===== src/rtl/cv_pe_tile_seq.sv =====
`default_nettype none
// ============================================================================
// Module      : cv_pe_tile_seq
// Description : Per-PE tile sequencer. Addressed tile configurations are
//               queued in a small FIFO; on start, each queued tile is walked
//               through load-weight / load-input / store-output commands to
//               the compute core, waiting for core_idle between commands.
//               Optional macro CV_PE_WEIGHT_REUSE_EN skips load_weight when
//               the next tile shares Iext, Oext, Iori and Oori with the one
//               just finished.
// Revision    : 1.0 - initial release
// ============================================================================
module cv_pe_tile_seq #(
  parameter int PEID  = 0,
  parameter int ID_W  = 8,
  parameter int DIM_W = 13,
  parameter int DEPTH = 4
) (
  input  logic                     clk,
  input  logic                     rst_n,
  input  logic [ID_W-1:0]          id,
  input  logic                     broadcast,
  input  logic                     cfg,
  input  logic [8*DIM_W-1:0]       cfg_tile,
  input  logic                     start,
  input  logic                     core_idle,
  output logic                     load_weight,
  output logic                     load_input,
  output logic                     store_output,
  output logic [8*DIM_W-1:0]       tile,
  output logic                     cfg_ready,
  output logic [$clog2(DEPTH):0]   count,
  output logic                     busy,
  output logic                     done,
  output logic                     overflow
);

  localparam int                c_ptr_w  = $clog2(DEPTH);
  localparam int                c_tile_w = 8*DIM_W;
  localparam logic [c_ptr_w:0]  c_depth  = (c_ptr_w+1)'(DEPTH);
  localparam logic [c_ptr_w:0]  c_one    = (c_ptr_w+1)'(1);

  typedef enum logic [2:0] {
    S_IDLE = 3'd0,
    S_LW   = 3'd1,
    S_WW   = 3'd2,
    S_LI   = 3'd3,
    S_WI   = 3'd4,
    S_ST   = 3'd5,
    S_WS   = 3'd6,
    S_POP  = 3'd7
  } state_t;

  state_t                r_state;
  state_t                w_state_nxt;

  logic [c_tile_w-1:0]   r_mem [DEPTH];
  logic [c_ptr_w-1:0]    r_wr_ptr;
  logic [c_ptr_w-1:0]    r_rd_ptr;
  logic [c_ptr_w:0]      r_count;
  logic                  r_overflow;
  logic                  r_done;
  logic                  r_wait_first;

  logic                  w_addressed;
  logic                  w_push;
  logic                  w_drop;
  logic                  w_pop;
  logic                  w_more;
  logic                  w_reuse;
  logic                  w_done_set;
  logic                  w_start_ok;
  logic [c_tile_w-1:0]   w_head;

  assign w_addressed = (id == ID_W'(PEID)) || broadcast;
  assign w_push      = w_addressed && cfg && (r_count != c_depth);
  assign w_drop      = w_addressed && cfg && (r_count == c_depth);
  assign w_pop       = (r_state == S_POP) && (r_count != '0);
  // A tile remains after this pop if more were queued or one lands this cycle
  assign w_more      = (r_count > c_one) || w_push;
  assign w_start_ok  = (r_state == S_IDLE) && start;
  assign w_head      = r_mem[r_rd_ptr];

`ifdef CV_PE_WEIGHT_REUSE_EN
  logic [c_tile_w-1:0]   w_next;
  // Next head is the following stored entry, or the tile being pushed now
  assign w_next  = (r_count > c_one) ? r_mem[r_rd_ptr + c_ptr_w'(1)] : cfg_tile;
  // Weights depend only on Iext, Oext (fields 0,1) and Iori, Oori (fields 4,5)
  assign w_reuse = w_more &&
                   (w_next[2*DIM_W-1:0]       == w_head[2*DIM_W-1:0]) &&
                   (w_next[6*DIM_W-1:4*DIM_W] == w_head[6*DIM_W-1:4*DIM_W]);
`else
  assign w_reuse = 1'b0;
`endif

  assign tile      = (r_count == '0) ? '0 : w_head;
  assign cfg_ready = (r_count != c_depth);
  assign count     = r_count;
  assign busy      = (r_state != S_IDLE);
  assign done      = r_done;
  assign overflow  = r_overflow;

  // Storage holds no reset: emptiness is tracked by count and pointers alone
  always_ff @(posedge clk) begin
    if (w_push) r_mem[r_wr_ptr] <= cfg_tile;
  end

  // Queue pointers, occupancy and sticky overflow flag
  always_ff @(posedge clk or negedge rst_n) begin
    if (!rst_n) begin
      r_wr_ptr   <= '0;
      r_rd_ptr   <= '0;
      r_count    <= '0;
      r_overflow <= 1'b0;
    end else begin
      if (w_push) r_wr_ptr <= r_wr_ptr + c_ptr_w'(1);
      if (w_pop)  r_rd_ptr <= r_rd_ptr + c_ptr_w'(1);
      case ({w_push, w_pop})
        2'b10:   r_count <= r_count + c_one;
        2'b01:   r_count <= r_count - c_one;
        default: r_count <= r_count;
      endcase
      if (w_drop)          r_overflow <= 1'b1;
      else if (w_start_ok) r_overflow <= 1'b0;
    end
  end

  // State register, done pulse and first-wait-cycle marker
  always_ff @(posedge clk or negedge rst_n) begin
    if (!rst_n) begin
      r_state      <= S_IDLE;
      r_done       <= 1'b0;
      r_wait_first <= 1'b0;
    end else begin
      r_state      <= w_state_nxt;
      r_done       <= w_done_set;
      r_wait_first <= (r_state == S_LW) || (r_state == S_LI) || (r_state == S_ST);
    end
  end

  // Next-state and command pulse decode
  always_comb begin
    w_state_nxt  = r_state;
    load_weight  = 1'b0;
    load_input   = 1'b0;
    store_output = 1'b0;
    w_done_set   = 1'b0;
    case (r_state)
      S_IDLE: begin
        if (start) begin
          if (r_count != '0) w_state_nxt = S_LW;
          else               w_done_set  = 1'b1;
        end
      end
      S_LW: begin
        load_weight = 1'b1;
        w_state_nxt = S_WW;
      end
      S_WW: if (!r_wait_first && core_idle) w_state_nxt = S_LI;
      S_LI: begin
        load_input  = 1'b1;
        w_state_nxt = S_WI;
      end
      S_WI: if (!r_wait_first && core_idle) w_state_nxt = S_ST;
      S_ST: begin
        store_output = 1'b1;
        w_state_nxt  = S_WS;
      end
      S_WS: if (!r_wait_first && core_idle) w_state_nxt = S_POP;
      S_POP: begin
        if (w_more) begin
          w_state_nxt = w_reuse ? S_LI : S_LW;
        end else begin
          w_done_set  = 1'b1;
          w_state_nxt = S_IDLE;
        end
      end
      default: w_state_nxt = S_IDLE;
    endcase
  end

endmodule
`default_nettype wire


===== config.mk =====
export PLATFORM = sky130hd
export DESIGN_NAME = cv_pe_tile_seq
export DESIGN_NICKNAME = d
export VERILOG_FILES = /design/src/rtl/cv_pe_tile_seq.sv
export SDC_FILE = /design/constraint.sdc
export NUM_CORES = 1
export LEC_CHECK = 0
export ABC_AREA = 1
export BUFFER_PORTS_ARGS = -buffer_cell sky130_fd_sc_hd__buf_2
export CELL_PAD_IN_SITES_DETAIL_PLACEMENT = 2
export CELL_PAD_IN_SITES_GLOBAL_PLACEMENT = 2
export CORE_MARGIN = 10
export CORE_UTILIZATION = 30
export DETAILED_ROUTE_END_ITERATION = 8
export GPL_ROUTABILITY_DRIVEN = 0
export PLACE_DENSITY = 0.73
export SLEW_MARGIN = 20
export SYNTH_ARGS = -nofsm -noshare
export SYNTH_HDL_FRONTEND = slang
export SYNTH_SLANG_ARGS = --single-unit

===== constraint.sdc =====
create_clock -name clk -period 6.6 [get_ports clk]
set_input_delay 1.32 -clock clk [delete_from_list [all_inputs] [get_ports clk]]
set_output_delay 1.32 -clock clk [all_outputs]
set_load 0.02 [all_outputs]

Word-level counts from Yosys, hierarchy flattened --
Memory sizes are Yosys's and may differ from the RTL's. Index checks and enable logic that the tools add are counted.
Word-level totals: bits in registers 13, memory bits (writable) 416, input bits 118, memories kept 1
Operators by class: $add $sub $neg 4, magnitude comparators 1, eq/ne operators 16, mux-type cells 20, reductions and logical operators 19
Memories:
- r_mem | depth 4, width 104, rd ports 1, clocked after Yosys merged registers in 0, write ports 1, RTL line 57 | logic [c_tile_w-1:0] r_mem [DEPTH];
Operators with widths (number):
- 2-to-1 mux 104 bit | 1
- one-hot mux 3 bit (8 select lines) | 1
- equality test 3 bit, second input constant | 5
- 2-to-1 mux 3 bit | 5
- 2-to-1 mux 1 bit | 11
- zero test 8 bit | 1
- != test 2 bit, second input constant | 4
- equality test 3 x 2 -> 1 bit, second input constant | 2
- logical AND 1 bit | 6
- zero test 3 bit | 2
- one-hot mux 3 bit (2 select lines) | 1
- nonzero test 3 bit | 2
- AND reduction 5 bit | 1
- adder 2 x 1 -> 2 bit, second input constant | 2
- logical OR 1 bit | 4
- nonzero test 2 bit | 2
- adder 3 x 1 -> 3 bit, second input constant | 1
- equality test 3 x 1 -> 1 bit, second input constant | 1
- > comparator 3 x 1 -> 1 bit, second input constant | 1
- != test 3 bit, second input constant | 1
- subtractor 3 x 1 -> 3 bit, second input constant | 1
- equality test 2 x 1 -> 1 bit, second input constant | 1
- equality test 2 bit, second input constant | 1
- != test 2 x 1 -> 1 bit, second input constant | 1
- 2 further kinds | 2

Longest topological paths before layout --
depth in word-level cells 7, mapped depth 13, depth with buffers taken out 13

Worst setup path after synthesis --
No wires, ideal clock.
path kind input to register, start input port id[0], end memory r_mem[0][0] in the netlist's numbering, enable pin, setup time 0.568 ns, arrival time 6.247 ns, required time 6.032 ns, slack -0.215 ns, stages on the path 5, cells stage by stage nor2_1 nand2_1 o21ai_1 nand3_1 nor2_1
On the way: longest elaborated chain between the ends 6
RTL lines:
- from (decl) | RTL line 21 | input logic [ID_W-1:0] id,
- zero test 8 bit | RTL line 75 | assign w_addressed = (id == ID_W'(PEID)) || broadcast;
- logical OR 1 bit | RTL line 75
- logical AND 1 bit (2 in a row) | RTL line 76 | assign w_push = w_addressed && cfg && (r_count != c_depth);
- 2-to-1 mux 1 bit | RTL line 105 | if (w_push) r_mem[r_wr_ptr] <= cfg_tile;
- 2-to-1 mux 1 bit (not written as such) | RTL line 105
- to (decl) | RTL line 57
Every way passes these cells.

Worst setup path after layout --
start register r_rd_ptr[0], end output port tile[90]
On the way: longest elaborated chain between the ends 2
RTL lines:
- from (decl) | RTL line 59 | logic [c_ptr_w-1:0] r_rd_ptr;
- from (signal assigned) | RTL line 117 | if (w_pop) r_rd_ptr <= r_rd_ptr + c_ptr_w'(1);
- memory (4 x 104 bit)
- 2-to-1 mux 104 bit | RTL line 96 | assign tile = (r_count == '0) ? '0 : w_head;
- to (decl) | RTL line 30 | output logic [8*DIM_W-1:0] tile,
Every way passes these cells.

==> results.cfg <==
[outcome]
outcome = finished clean

[floorplanning]
chipWidth_um = 257
core_um2 = 55300
start_util = 0.304
dieArea_um2 = 66000
ios = 232
die_y_um = 257
std_cell_rows = 86

[global_routing]
grt_pass1_wl_um = 77100
grt_util_all_layers = 0.150
grt_pass1_vias = 12800
grt_max_degree = 135
antenna_found_initial = 6
grt-ovfl-total = 0

[cells_and_area]
seqCellArea_um2 = 12800
multi_input_area_um2 = 3540
area_growth_pct = 19.8
final_common_cell = nor2_1
nNetsFinal = 1670
fillCellCount = 5838
instances_no_fill = 2327
layout-drive-gt1-share = 0.201
mostFrequentLayoutCells = nor2_1 (434), edfxtp_1 (416), buf_2 (231), o21ai_0 (157), a21oi_1 (106)

[clocking]
cts_tree = yes
cts_buffers = 48
clk_latency_ns = 0.59
cts_hold_buffers = 0
cts_buffer_depth = 3
postCtsSetupBuffers = 0
cts-resized-gates = 0
path_clk_slew_ns = 0.06
htree_levels = 2
cts_sinks = 429
clockRootBuffer = clkbuf_16

[pwr]
pwr-share-clk = 0.259
peakVddDrop_uv = 246
swShare = 0.404
power.density_nw_per_um2 = 485
leakage_nw = 7.07
seq_power_share = 0.364
p_int_mw = 5.83
p_switching_mw = 3.95
pwr-share-comb = 0.377

[logic_synthesis]
yosysTopAreaCell = edfxtp_1
ys_seq_area_frac = 0.762
ys_top_cells_by_area = edfxtp_1 (74%), nor2_1 (9.8%), o21ai_0 (4.7%)
yosysWarnings = 0
synth.cell_area_um2 = 16800
netlist-cell-type-count = 23
synth_area_per_cell_um2 = 12.7
synth-seq-cells = 429
syn-num-nets = 1454
syn_inst = 1327
yosys.area.top_type_share = 0.742

[setup_path]
crit_arrival_ns = 3.54
r2r_setup_slack_ns = 3.57
critPathMaxFanout = 87
critPathKind = flip-flop to output pin
reg2reg_depth = 6
cp.required_ns = 5.28
setup.worst_path.end_class = output pin
cp-start-kind = flip-flop

[routing]
drt-wirelength-per-cell_um = 21.8
drt_pre_antenna_iters = 4
route.detailed.drc = 0
viasPerCell = 4.81
drtIter0Drc = 668
via_count = 11200
drtAntennaViolNets = 0
wl_um = 50600

[sta]
drv_slew = 0
fin_worst_skew_ns = 0.0226
post-route-min-period_ns = 4.86
worstMarginPinSlew_ns = 1.06
setup_viol = 0
hold_violations = 0
fmax_mhz = 206
rsz0062_at_grt = no
fin_hold_ws_ns = 0.522
slew_headroom = 0.291
fin_crit_sh = 0.736

[hold_path]
hold_depth = 2
min_path_type = flip-flop to flip-flop

[placed_design]
dp_hpwl_um = 30600
placed_cells = 2241
port_buffers = 231

[job]
drv_cap = 0
cell type report:
cell class              count  area share
clock buffers              64      0.0636
diodes                      1    0.000124
inverters                  23     0.00478
repair buffers            246      0.0642
well taps                 748      0.0464
clock inverters            21     0.00875
multi-input cells         795       0.176
flip-flops and latches    429       0.636
through the flow:
step,worst slack [ns],utilization,setup TNS [ns],area [um2],power [mW]
after detailed placement,2.29,0.338,0,18700,7.41
after global placement,2.43,0.338,0,18700,7.26
final,1.74,0.364,0,20200,9.78
after floorplan,-0.215,-,-89.48,16800,6.02
after CTS,1.65,0.364,0,20200,9.98
after global routing,1.45,0.364,0,20200,10.4
registers in the layout (all words and copies together), names as in the netlist:
signal	count
r_mem	416
count	3
r_state	3
r_rd_ptr	2
r_wr_ptr	2
done	1
overflow	1
r_wait_first	1
worst max-delay path, stage by stage (launching register included):
cell     delay, ns
dfrtp_4       0.99
buf_4         0.90
nor2_1        0.14
nor2_1        0.12
o21ai_0       0.11
a21oi_1       0.33
buf_2         0.24
cell usage after synthesis (all sizes together):
library cell,n
a21oi,106
buf,63
clkbuf,17
dfrtp,13
edfxtp,416
ha,9
inv,23
nand2,14
nand3,4
nand4,1
nor2,439
o211ai,1
o21ai,215
or2,1
xnor2,2
xor2,3
cell families after synthesis:
| family | Yosys count | synth area share |
|---|---|---|
| DFF | 429 | 0.762 |
| adders and majority gates | 9 | 0.00669 |
| xor gates and xnor gates | 5 | 0.00260 |
| and+or+nand+nor | 459 | 0.103 |
| buffers and inverters | 103 | 0.0299 |
| AOI/OAI and AO/OA | 322 | 0.0959 |
power groups by stage:
stage / Combinational [mW] / Sequential (mW) / Clock [mW]
after floorplan: 2.53 / 3.49 / 0
after global placement: 3.67 / 3.60 / 0
after detailed placement: 3.78 / 3.62 / 0
after CTS: 3.81 / 3.57 / 2.60
after global routing: 4.10 / 3.60 / 2.71
final: 3.68 / 3.56 / 2.53
worst paths after layout:
| path | startpoint | end |
|---|---|---|
| setup / recovery | r_rd_ptr[0] | tile[90] |
| hold / removal | overflow | overflow |
| setup reg to reg | count[0] | r_mem[3][70] |
| hold reg to reg | overflow | overflow |
| max in group asynchronous | rst_n | r_rd_ptr[1] |
| min in group asynchronous | rst_n | count[2] |
per-layer routing:
metal / vias up / share of wire / global-route usage
met5: - / 0.0011 / 0
met4: 10 / 0.018 / 0.0385
met3: 69 / 0.043 / 0.0347
met2: 186 / 0.53 / 0.274
met1: 5804 / 0.41 / 0.173
li1: 5121 / - / -
No activity file was read; power rests on OpenSTA's default activity.
